===== config.mk =====
export PLATFORM = sky130hd
export DESIGN_NAME = sync_2ff
export DESIGN_NICKNAME = d
export VERILOG_FILES = /design/src/rtl/sync_2ff.sv
export SDC_FILE = /design/constraint.sdc
export NUM_CORES = 1
export LEC_CHECK = 0
export ABC_CLOCK_PERIOD_IN_PS = 1810
export BUFFER_PORTS_ARGS = -buffer_cell sky130_fd_sc_hd__buf_2
export CELL_PAD_IN_SITES_DETAIL_PLACEMENT = 1
export CELL_PAD_IN_SITES_GLOBAL_PLACEMENT = 1
export CORE_AREA = 3 3 40 42
export DETAILED_ROUTE_END_ITERATION = 8
export DIE_AREA = 0 0 43 45
export PLACE_DENSITY_LB_ADDON = 0.2
export SYNTH_ARGS = -nofsm -noshare
export SYNTH_HDL_FRONTEND = slang
export SYNTH_SLANG_ARGS = --single-unit

===== constraint.sdc =====
create_clock -name clk -period 1.81 [get_ports clk]
set_clock_uncertainty 0.05 [all_clocks]
set_input_delay 0.362 -clock clk [delete_from_list [all_inputs] [get_ports clk]]
set_output_delay 0.362 -clock clk [all_outputs]
set_load 0.02 [all_outputs]

===== src/rtl/sync_2ff.sv =====
// Two-flop synchroniser for an asynchronous bus, 2-cycle latency, no backpressure.
// Bits are synchronised independently; skew across bits is passed through unchanged.
module sync_2ff #(
  parameter int unsigned WIDTH = 8
) (
  input  logic             clk,
  input  logic             rst,
  input  logic [WIDTH-1:0] d,
  output logic [WIDTH-1:0] q
);

  logic [WIDTH-1:0] meta;

  always_ff @(posedge clk) begin
    if (rst) begin
      meta <= '0;
      q    <= '0;
    end else begin
      meta <= d;
      q    <= meta;
    end
  end

endmodule


# Word-level counts from Yosys, hierarchy flattened
# Cells that the tools add are included.
# Widths: inputs -> output; s select.
dict set report totals {
  output_inout_bits 8
  ff_bits 16
  wordCells 2
}

# Longest topological paths before layout
dict set report depth {
  word_depth 0
  depth_mapped 2
  ltp_nobuf 1
}

# Least setup slack after synthesis
# OpenSTA, ideal clock, no wires.
dict set report synth_path {
  kind {reg2out}
  from {reg q[0]}
  to {out q[0]}
  required_time_ps 1398
  path_slack_ps 1003
  path_stages_with_launch 1
  arrival_time_ps 395
  path_buffers 0
  cell_sequence {dfxtp_1}
}
# item line
set synth_rtl {}
lappend synth_rtl {{start: declaration} 9} ;# output logic [WIDTH-1:0] q
lappend synth_rtl {{start signal: assignment} 20} ;# q <= meta;
# No word-level cell between the ends.

# Worst setup path after layout
dict set report layout_path {
  from {reg q[5]}
  to {out q[5]}
}
# No word-level cell between the ends.

==> results_dict.tcl <==
set metrics [dict create \
    antenna_found_initial 0 \
    grt_max_degree 17 \
    netlist_top_cells_area "dfxtp_1, nor2b_2, and2b_2" \
    relSlewSlack 0.795 \
    crit_family "flip-flops" \
    gp_congestion 0.607 \
    vias_per_cell 4.06 \
    start_kind "register" \
    placed_cells 64 \
    insertion_delay_ns 0.27 \
    dr.pass1.iters 2 \
    via_count 276 \
    ant_nets 0 \
    power_leakage_nw 0.289 \
    core_area_sq_mm 0.00128 \
    post_synth.cell_area_avg_sq_um 14.1 \
    worstPathRequired_ns 1.40 \
    max_stage_delay_ns 0.31 \
    synth_edf_count 0 \
    clk_pin_slew_ns 0.09 \
    drive_gt1_frac 0.642 \
    cts_tree "built" \
    synthFlopType "dfxtp_1" \
    status "finished clean" \
    post-route-period-util 0.640 \
    htreeDepth 1 \
    wirelength_um 685 \
    numCtsBuffers 3 \
    maxCapViolations 0 \
    pwr_density_cell_mw_per_mm2 1080 \
    initial_utilization 0.361 \
    cts_resized 0 \
    setup-violations-final 0 \
    crit_type "register to primary output" \
    critPathCaptureType "primary output" \
    die_area_sq_mm 0.00194 \
    finalCriticalPeriod_ns 1.16 \
    syn-num-nets 43 \
    drc_errors 0 \
    rows 13 \
    ctsHoldBuffers 0 \
    ios 18 \
    async_reset_ff_frac 0 \
    drt_iter0_markers 1 \
    synthMostInstantiatedCell "dfxtp_1" \
    final-instance-count-excl-fill 68 \
    yosys.area.top_type "dfxtp_1" \
    cts.sinks 16 \
    cts_setup_buffers 0 \
    grt_pass1_vias 273 \
    nNetsFinal 64 \
    die_h_um 45 \
    antenna_cells 0 \
    syn_inst 33 \
    cp_num_buf_inv 1 \
    synth_common_cells "dfxtp_1, nor2b_2, and2b_2, nor2b_1, buf_6" \
    grt-ovfl-total 0 \
    yosysUniqueCellTypes 5 \
    crit_fanout 1 \
    numPortBuffers 17 \
    crit_chain "buf_2" \
    wl_per_cell_um 10.1 \
    setup-tns-final_ns 0 \
    area_delta_synth_final_pct 27.8 \
    cts_root_buf "clkbuf_4" \
    cts_buffer_depth 2 \
    grt_usage 0.0824 \
    synth_top_area_share 0.690 \
    synth_area_sq_um 464 \
    report.final.slew_viol_count 0 \
    slowest_stage "dfxtp_1" \
    hold_viol 0 \
    hold_path.class "input port to register" \
    max_freq_mhz 864 \
    ys_seq_area_frac 0.690 \
    ys_warn_count 0 \
    grt_pass1_wl_um 1080 \
    die_w_um 43 \
    rsz0062_at_grt "no" \
    peakVddDrop_v 0.000535 \
    ys_seq_elements 16 \
    tightest_slew_ns 0.308 \
    critPathArrivalTime_ns 0.75 \
]
## per-stage QoR
stage	hold WS, ns	utilization	power (W)	area, sq um	setup WS (ns)
6_report	0.241	0.462	0.000642	593	0.652
5_1_grt	0.232	0.462	0.000680	593	0.598
4_1_cts	0.231	0.462	0.000656	593	0.631
3_5_place_dp	0.382	0.433	0.000427	557	0.739
3_3_place_gp	0.374	0.433	0.000424	557	0.770
2_1_floorplan	0.364	-	0.000409	464	1.00
## routing by layer
layer,GRT usage,up-vias,wire (um)
li1,-,139,-
met3,0.0398,0,66
met4,0.0723,0,0
met2,0.144,10,362
met1,0.0693,127,257
met5,0,-,0
## power breakdown
part / total, W / internal (W) / switching [W]
logic: 0.0000459 / 0.0000240 / 0.0000220
registers: 0.000371 / 0.000368 / 0.00000325
clock network: 0.000224 / 0.000122 / 0.000102
## sequential cells by signal, summed over array words and instances, names as in the netlist
name and flops:
meta 8, q 8
## kinds of logic (layout without fill, tap and decap cells)
group / after synthesis / count (layout) / share of synthesized area
buf+inv: 1 / 21 / 0.0243
flops: 16 / 16 / 0.690
simple gates: 16 / 16 / 0.286
## final timing paths
kind,startpoint,endpoint,cells past startpoint,slack (ns)
max,q[5],q[5],1,0.65
min,d[6],meta[6],2,0.24
max reg2reg,meta[5],q[5],1,1.18
min reg2reg,meta[0],q[0],1,0.40
## layout make-up
cell class | count | area [sq um]
Fill cell | 143 | 692
Sequential cell | 16 | 320
Multi-Input combinational cell | 16 | 133
Timing Repair Buffer | 17 | 85.1
Clock buffer | 4 | 36.3
Tap cell | 15 | 18.8
## placed cells by master (no fill, tap or decap), drive strengths merged
cell type   n
nor2b      10
and2b       6
dfxtp      16
buf        17
clkbuf      4
No activity file was read; power rests on OpenSTA's default activity.
